==> src/rtl/stack_sequencer.sv <==
// Stack sequencer: turns push/pop/add/sub/clear/refresh commands into cycles on a
// single-port synchronous stack memory, caching top-of-stack, depth and error flags.
module stack_sequencer #(
    parameter int ADDR_W = 7,
    parameter int DATA_W = 8
) (
    input  logic              clk,
    input  logic              reset,
    input  logic              cmd_valid,
    output logic              cmd_ready,
    input  logic [2:0]        cmd_op,
    input  logic [DATA_W-1:0] cmd_data,
    output logic              mem_cs,
    output logic              mem_we,
    output logic [ADDR_W-1:0] mem_addr,
    output logic [DATA_W-1:0] mem_wdata,
    input  logic [DATA_W-1:0] mem_rdata,
    output logic [DATA_W-1:0] top_value,
    output logic              top_valid,
    output logic [ADDR_W:0]   depth,
    output logic              carry,
    output logic              err_overflow,
    output logic              err_underflow
);

    typedef enum logic [2:0] {
        IDLE, PUSH_WR, RD_REQ, RD_WAIT, ALU_WR, TOP_REQ, TOP_WAIT
    } state_e;

    typedef enum logic [2:0] {
        OP_NOP, OP_PUSH, OP_POP, OP_ADD, OP_SUB, OP_CLEAR, OP_REFRESH, OP_NOP7
    } op_e;

    localparam logic [ADDR_W:0] CAPACITY = {1'b1, {ADDR_W{1'b0}}};
    localparam logic [ADDR_W:0] ONE      = {{ADDR_W{1'b0}}, 1'b1};
    localparam logic [ADDR_W:0] TWO      = {{(ADDR_W-1){1'b0}}, 2'b10};

    state_e              state_q, state_d;
    logic [ADDR_W:0]     depth_d;
    logic [DATA_W-1:0]   top_d;
    logic                carry_d, ovf_d, unf_d;
    logic                cs_d, we_d;
    logic [ADDR_W-1:0]   addr_d;
    logic [DATA_W-1:0]   wdata_d;
    logic                is_sub_q, is_sub_d;
    logic                alu_carry_q, alu_carry_d;

    logic [ADDR_W-1:0]   addr_m1, addr_m2;
    logic [DATA_W:0]     sum, diff;

    // Addresses wrap in ADDR_W bits, so a full stack (depth = 2**ADDR_W) still maps correctly.
    assign addr_m1 = depth[ADDR_W-1:0] - ADDR_W'(1);
    assign addr_m2 = depth[ADDR_W-1:0] - ADDR_W'(2);

    // B is the word under the top (fresh from memory), A is the cached top.
    assign sum  = {1'b0, mem_rdata} + {1'b0, top_value};
    assign diff = {1'b0, mem_rdata} - {1'b0, top_value};

    assign cmd_ready = (state_q == IDLE);
    assign top_valid = (depth != '0);

    always_comb begin
        // NOTE: every signal gets a default before the case so no path leaves one unassigned (no latches).
        state_d     = state_q;
        depth_d     = depth;
        top_d       = top_value;
        carry_d     = carry;
        ovf_d       = err_overflow;
        unf_d       = err_underflow;
        cs_d        = 1'b1;
        we_d        = 1'b0;
        addr_d      = mem_addr;
        wdata_d     = mem_wdata;
        is_sub_d    = is_sub_q;
        alu_carry_d = alu_carry_q;

        unique case (state_q)
            IDLE: begin
                if (cmd_valid) begin
                    case (cmd_op)
                        OP_PUSH: begin
                            if (depth == CAPACITY) begin
                                ovf_d = 1'b1;
                            end else begin
                                state_d = PUSH_WR;
                                cs_d    = 1'b0;
                                we_d    = 1'b1;
                                addr_d  = depth[ADDR_W-1:0];
                                wdata_d = cmd_data;
                            end
                        end
                        OP_POP: begin
                            if (depth == '0) begin
                                unf_d = 1'b1;
                            end else if (depth == ONE) begin
                                depth_d = '0;
                                top_d   = '0;
                            end else begin
                                depth_d = depth - ONE;
                                state_d = TOP_REQ;
                                cs_d    = 1'b0;
                                addr_d  = addr_m2;
                            end
                        end
                        OP_ADD, OP_SUB: begin
                            if (depth < TWO) begin
                                unf_d = 1'b1;
                            end else begin
                                state_d  = RD_REQ;
                                cs_d     = 1'b0;
                                addr_d   = addr_m2;
                                is_sub_d = (cmd_op == OP_SUB);
                            end
                        end
                        OP_CLEAR: begin
                            depth_d = '0;
                            top_d   = '0;
                            carry_d = 1'b0;
                            ovf_d   = 1'b0;
                            unf_d   = 1'b0;
                        end
                        OP_REFRESH: begin
                            if (depth != '0) begin
                                state_d = TOP_REQ;
                                cs_d    = 1'b0;
                                addr_d  = addr_m1;
                            end
                        end
                        default: ;
                    endcase
                end
            end
            PUSH_WR: begin
                depth_d = depth + ONE;
                top_d   = mem_wdata;
                state_d = IDLE;
            end
            RD_REQ: begin
                state_d = RD_WAIT;
            end
            RD_WAIT: begin
                // Result goes straight into the write-data register; address is still depth-2.
                state_d = ALU_WR;
                cs_d    = 1'b0;
                we_d    = 1'b1;
                if (is_sub_q) begin
                    wdata_d     = diff[DATA_W-1:0];
                    alu_carry_d = diff[DATA_W];
                end else begin
                    wdata_d     = sum[DATA_W-1:0];
                    alu_carry_d = sum[DATA_W];
                end
            end
            ALU_WR: begin
                depth_d = depth - ONE;
                top_d   = mem_wdata;
                carry_d = alu_carry_q;
                state_d = IDLE;
            end
            TOP_REQ: begin
                state_d = TOP_WAIT;
            end
            TOP_WAIT: begin
                top_d   = mem_rdata;
                state_d = IDLE;
            end
            default: begin
                state_d = IDLE;
            end
        endcase
    end

    always_ff @(posedge clk or negedge reset) begin
        if (!reset) begin
            state_q       <= IDLE;
            depth         <= '0;
            top_value     <= '0;
            carry         <= 1'b0;
            err_overflow  <= 1'b0;
            err_underflow <= 1'b0;
            mem_cs        <= 1'b1;
            mem_we        <= 1'b0;
            mem_addr      <= '0;
            mem_wdata     <= '0;
            is_sub_q      <= 1'b0;
            alu_carry_q   <= 1'b0;
        end else begin
            // NOTE: non-blocking so every register samples the pre-edge values computed above.
            state_q       <= state_d;
            depth         <= depth_d;
            top_value     <= top_d;
            carry         <= carry_d;
            err_overflow  <= ovf_d;
            err_underflow <= unf_d;
            mem_cs        <= cs_d;
            mem_we        <= we_d;
            mem_addr      <= addr_d;
            mem_wdata     <= wdata_d;
            is_sub_q      <= is_sub_d;
            alu_carry_q   <= alu_carry_d;
        end
    end

endmodule
==> config.mk <==
export PLATFORM = sky130hd
export DESIGN_NAME = stack_sequencer
export DESIGN_NICKNAME = d
export VERILOG_FILES = /design/src/rtl/stack_sequencer.sv
export SDC_FILE = /design/constraint.sdc
export NUM_CORES = 1
export LEC_CHECK = 0
export CAP_MARGIN = 20
export CORE_UTILIZATION = 53
export DETAILED_ROUTE_END_ITERATION = 10
export PLACE_DENSITY = 0.83
export SYNTH_ARGS = -nofsm -noshare
export SYNTH_HDL_FRONTEND = slang
export SYNTH_SLANG_ARGS = --single-unit
==> constraint.sdc <==
create_clock -name clk -period 2.45 [get_ports clk]
set_input_delay 0.6125 -clock clk [delete_from_list [all_inputs] [get_ports clk]]
set_output_delay 0.6125 -clock clk [all_outputs]
set_load 0.01 [all_outputs]
Word level (Yosys, flattened, before mapping)
Cells that the tools add are included.
{"block": "word_totals", "regBits": 41, "input_bits": 22, "wordCells": 125}
{"block": "op_classes", "n_addsub": 6, "order_cmp": 1, "n_eq_ne": 34, "mux": 50, "n_bitwise": 1, "reduce_logical": 21}
{"operator": "$mux 8", "count": 10}
{"operator": "$pmux 8 s2", "count": 3}
{"operator": "$pmux 8 s3", "count": 2}
{"operator": "$mux 7", "count": 5}
{"operator": "$pmux 7 s4", "count": 1}
{"operator": "$pmux 3 s4", "count": 2}
{"operator": "$ne 2x2->1 const B", "count": 10}
{"operator": "$eq 3x3->1 const B", "count": 6}
{"operator": "$mux 3", "count": 6}
{"operator": "$ne 3x3->1 const B", "count": 6}
{"operator": "$reduce_and 4->1", "count": 4}
{"operator": "$mux 1", "count": 15}
{"operator": "$eq 3x2->1 const B", "count": 4}
{"operator": "$reduce_and 5->1", "count": 2}
{"operator": "$add 8x8->9", "count": 1}
{"operator": "$reduce_bool 3->1", "count": 3}
{"operator": "$sub 8x8->9", "count": 1}
{"operator": "$add 8x1->8 const B", "count": 1}
{"operator": "$eq 8x1->1 const B", "count": 1}
{"operator": "$eq 8x8->1 const B", "count": 1}
{"operator": "$logic_not 8->1", "count": 1}
{"operator": "$lt 8x2->1 const B", "count": 1}
{"operator": "$pmux 1 s2", "count": 4}
{"operator": "$reduce_and 8->1", "count": 1}
{"operator": "17 further kinds", "count": 22}

Longest topological paths before layout
{"block": "logic_depth", "depth_word": 6, "ltp_mapped": 9, "depth_no_buf": 9}

Least setup slack after synthesis
No wires, ideal clock.
{"block": "synth_timing", "path_type": "register to register", "from": "reg depth[0]", "to": "reg mem_addr[0]", "setup_time_ns": 0.125, "arrival_ns": 2.190, "t_required_ns": 2.325, "path_slack_ns": 0.135, "path_stages_with_launch": 10, "cell_sequence": "dfrtp_1 -> clkbuf_1 -> inv_1 -> ha_1 -> nor3b_1 -> and3_1 -> o21ai_0 -> nand3_1 -> nor2_2 -> mux2_2"}
{"block": "synth_between", "elab_chain_len": 4, "elab_cells_between_ends": 19}
{"element": "from (decl)", "line": "20", "text": "output logic [ADDR_W:0] depth,"}
{"element": "from (signal assigned)", "line": "190", "text": "depth <= depth_d;"}
{"element": "$sub 7x2->7", "line": "53", "text": "assign addr_m2 = depth[ADDR_W-1:0] - ADDR_W'(2);"}
{"element": "$mux 7", "line": "95", "text": "end else if (depth == ONE) begin"}
{"element": "$mux 7", "line": "93", "text": "if (depth == '0) begin"}
{"element": "$pmux 7 s4", "line": "80", "text": "case (cmd_op)"}
{"element": "to (signal assigned)", "line": "197", "text": "mem_addr <= addr_d;"}
{"element": "to (decl)", "line": "15", "text": "output logic [ADDR_W-1:0] mem_addr,"}
Several ways; a longest one is shown, not always the timed one. The select of a mux whose other input is x is not followed.
A chain may end at the register's enable or synchronous reset.

Worst setup path after layout
{"block": "layout_timing", "from": "in cmd_op[0]", "to": "reg depth[6]"}
{"block": "layout_between", "elab_chain_len": 4, "elab_cells_between_ends": 8}
{"element": "from (decl)", "line": "11", "text": "input logic [2:0] cmd_op,"}
{"element": "$eq 3x3->1 / $eq 3x2->1 (equally long branches)", "line": "80"}
{"element": "$pmux 8 s2", "line": "80"}
{"element": "$mux 8", "line": "79", "text": "if (cmd_valid) begin"}
{"element": "$pmux 8 s3", "line": "77", "text": "unique case (state_q)"}
Several ways; a longest one is shown, not always the timed one. The select of a mux whose other input is x is not followed.

==> key figures <==
Yosys
  • EDFF count, synth: 0
  • Dominant synthesized flop cell: dfrtp_1
  • Seq cells post-synth: 41
  • Async S/R FF share, synth: 1.000
  • Synth top area share: 0.3097
  • Top cells by area, synth: dfrtp_1 (31%), ha_1 (8.9%), mux2i_1 (5.0%)
  • Synthesized Nets: 410
  • Post-Syn Instances: roughly 360
  • Synth Cell Area: ~3200 sq um
  • Yosys top cell by area: dfrtp_1
  • Synth cell types: between 60 and 70
  • Mean Syn Cell Area: about 8.9 sq um
  • Top-count cell post-synth: dfrtp_1
  • Sequential element share of the synthesized area: 0.3178
  • Synth warnings: 0
  • Top post-synthesis cells by count: dfrtp_1 (40), nor2_1 (29), inv_1 (26), nand2_1 (25), ha_1 (23)

Floorplanning
  • IO Count: 60
  • Core box area: roughly 5900 sq um
  • Row cnt: 28
  • Die Wd: approximately 80 um
  • Die area: 6414 sq um
  • Die Span Y: between 80 and 90 um
  • Initial core utilization: 0.5491

Global route
  • Vias in the first global route: about 3200
  • Antenna violations before repair: 0
  • Tot GR Track Use: 0.3071
  • Pin count of the biggest net entering global routing: between 40 and 50
  • GRT overflow: 0
  • First-pass GRT wire length: about 15000 um

Power
  • Pwr/cell area: roughly 1300 nW/um^2
  • Lkg Pwr: around 2.1 nW
  • Worst IR drop on VDD: 0.7244 mV
  • Internal power: approximately 3.1 mW
  • Net Sw Power: ~2.5 mW
  • Switching Share: 0.4476
  • Sequential power share: 0.228
  • Clock Power Share: 0.086
  • Total power: approximately 5.6 mW
  • Combinational fraction of design power: 0.686

Final layout
  • Finished Layout Cells: 535
  • Share of cells above drive strength 1: 0.2109
  • Area of the multi-input gates: approximately 2100 sq um
  • Area grow syn2layout: 35.58%
  • Register area: between 1000 and 1500 sq um
  • Fillers: 439
  • Nets@finish: between 500 and 600
  • # diodes: 0

Worst setup path
  • Worst setup EP type: flip-flop
  • CP max FO: 12
  • CP required: around 2.7 ns
  • CP Launch Type: primary input
  • Crit path DAT: around 2.6 ns
  • Crit Path Class: in -> reg

Timing
  • Clock Skew: approximately 0.015 ns
  • Worst-Margin Slew: roughly 0.87 ns
  • Hold Vio Cnt, Final: 0
  • Fin crit period: 2.384 ns
  • Setup violators final: 0
  • RSZ-0062 raised after global routing: yes
  • Fmax: roughly 0.42 GHz
  • Tcrit/Tclk final: 0.9731
  • Fin. max-slew vios: 0
  • Relative slew margins: 0.4177

Place
  • Port Buf Inserts: slightly below 60
  • Placer Congestion: around 0.95
  • Dpl cells: ~530
  • Dpl hpwl: 6587 um

Run status
  • Failing checks: design-rule violations
  • Outcome: finished, violations left

CTS
  • CTS clk-pin slew, worst paths: about 0.090 ns
  • Clock latency on the worst-skew pair: around 0.31 ns
  • H-tree depth: 2
  • Sink Count: between 40 and 50
  • # hold bufs at CTS: 0
  • Clock Tree Buf Depth: 2
  • CTS tree: built
  • TritonCTS buffer count: 5
  • CTS root buf: clkbuf_8
  • Setup bufs post-CTS: 0

Drt
  • Avg Vias per Cell: roughly 6.0
  • # DRC: 1
  • WL/cell: ~17 um
  • Via count: 3224
  • Drt total wl: roughly 9300 um
  • Starting DRT DRC Count: ~240
  • Detail Route Antenna Nets: 0
  • 1st-pass router iterations: 8

Min path
  • Min-delay worst type: in -> async

Job
  • Max Cap Viol: 0
-- worst max-delay path, cell delays in order --
cell and delay, ns:
clkdlybuf4s50_1 0.51, nor3b_1 0.44, o41a_1 0.25, o2111ai_4 0.25, buf_4 0.24, o31ai_1 0.29
-- cell usage in the layout (no fill, tap or decap), types with 5 or more instances in the layout --
| master | instances |
|---|---|
| o31ai_1 | 8 |
| or3_1 | 5 |
| nor3_1 | 9 |
| inv_1 | 25 |
| a22o_1 | 8 |
| dfrtp_1 | 40 |
| buf_4 | 53 |
| ha_1 | 20 |
| a211oi_1 | 5 |
| nor2_1 | 29 |
| mux2i_1 | 16 |
| xor2_1 | 5 |
| xnor2_1 | 7 |
| clkdlybuf4s50_1 | 57 |
| a21oi_1 | 21 |
| clkbuf_8 | 6 |
| nand2_1 | 25 |
| a21o_1 | 9 |
| o21ai_0 | 12 |
| a31oi_1 | 7 |
| nand3_1 | 6 |
| mux2_2 | 8 |
-- routing by layer --
layer,vias to the layer above,track usage,routed length [um]
met4,0,0.09107,121
met2,129,0.5051,4527
li1,1512,-,-
met1,1571,0.4152,4092
met5,-,0,0
met3,12,0.04659,566
-- final timing paths --
path / startpoint / end / slack (ns) / cells past startpoint
worst max-delay path: cmd_op[0] / depth[6] / 0.07 / 6
worst min-delay path: reset / mem_we / 0.36 / 2
worst max register to register: depth[3] / depth[4] / 0.21 / 7
worst min register to register: alu_carry_q / alu_carry_q / 0.51 / 2
max in group asynchronous: reset / mem_cs / 1.70 / 2
min in group clk: alu_carry_q / alu_carry_q / 0.51 / 2
-- final cells by class --
type | instances | share of cell area
Inverter | 26 | 0.02227
Tap cell | 75 | 0.02142
Clock buffer | 7 | 0.01970
Timing Repair Buffer | 113 | 0.2287
Multi-Input combinational cell | 272 | 0.4717
Sequential cell | 41 | 0.2344
Clock inverter | 1 | 0.001713
-- flip-flops by register name, indices dropped and copies added, names as in the netlist --
register / flops
is_sub_q: 1
mem_addr: 7
top_value: 8
err_overflow: 1
alu_carry_q: 1
mem_we: 1
state_q: 3
err_underflow: 1
mem_wdata: 8
mem_cs: 1
carry: 1
depth: 8
-- metrics by stage --
step	worst slack (ns)	hold WS (ns)	utilization	area (sq um)	TNS, ns
final	0.06598	0.3568	0.7445	4382	0
after global routing	-0.02864	0.4295	0.7445	4382	-0.03130
after CTS	0.0008589	0.3835	0.7353	4328	0
after detailed placement	-0.5623	0.4846	0.7158	4213	-5.362
after global placement	-0.4417	0.4772	0.7158	4213	-5.140
after floorplan	0.1352	0.3169	-	3232	0
-- repair_timing --
action / in CTS / in global routing
pin swaps: 3 / 6
hold endpoints to repair: 0 / 0
setup endpoints to repair: 4 / 20
resized for setup: 9 / 15
-- power groups by stage --
stage | clock network [mW] | logic (mW) | registers (mW)
global placement | 0 | 3.53 | 1.27
global route | 0.510 | 4.20 | 1.33
detailed placement | 0 | 3.65 | 1.28
CTS | 0.493 | 3.72 | 1.28
finish | 0.486 | 3.86 | 1.29
floorplan | 0 | 2.08 | 1.36
-- cells by family (layout without fill, tap and decap cells) --
kind of cell	Yosys count	in the layout	synth area share
simple gates	104	104	0.1630
buf+inv	50	147	0.06620
compound gates	107	107	0.2416
xor+xnor	12	12	0.03252
flops	41	41	0.3178
fa+ha+maj	25	25	0.1014
mux	24	24	0.07743
Power figures use the tool's default switching activity.
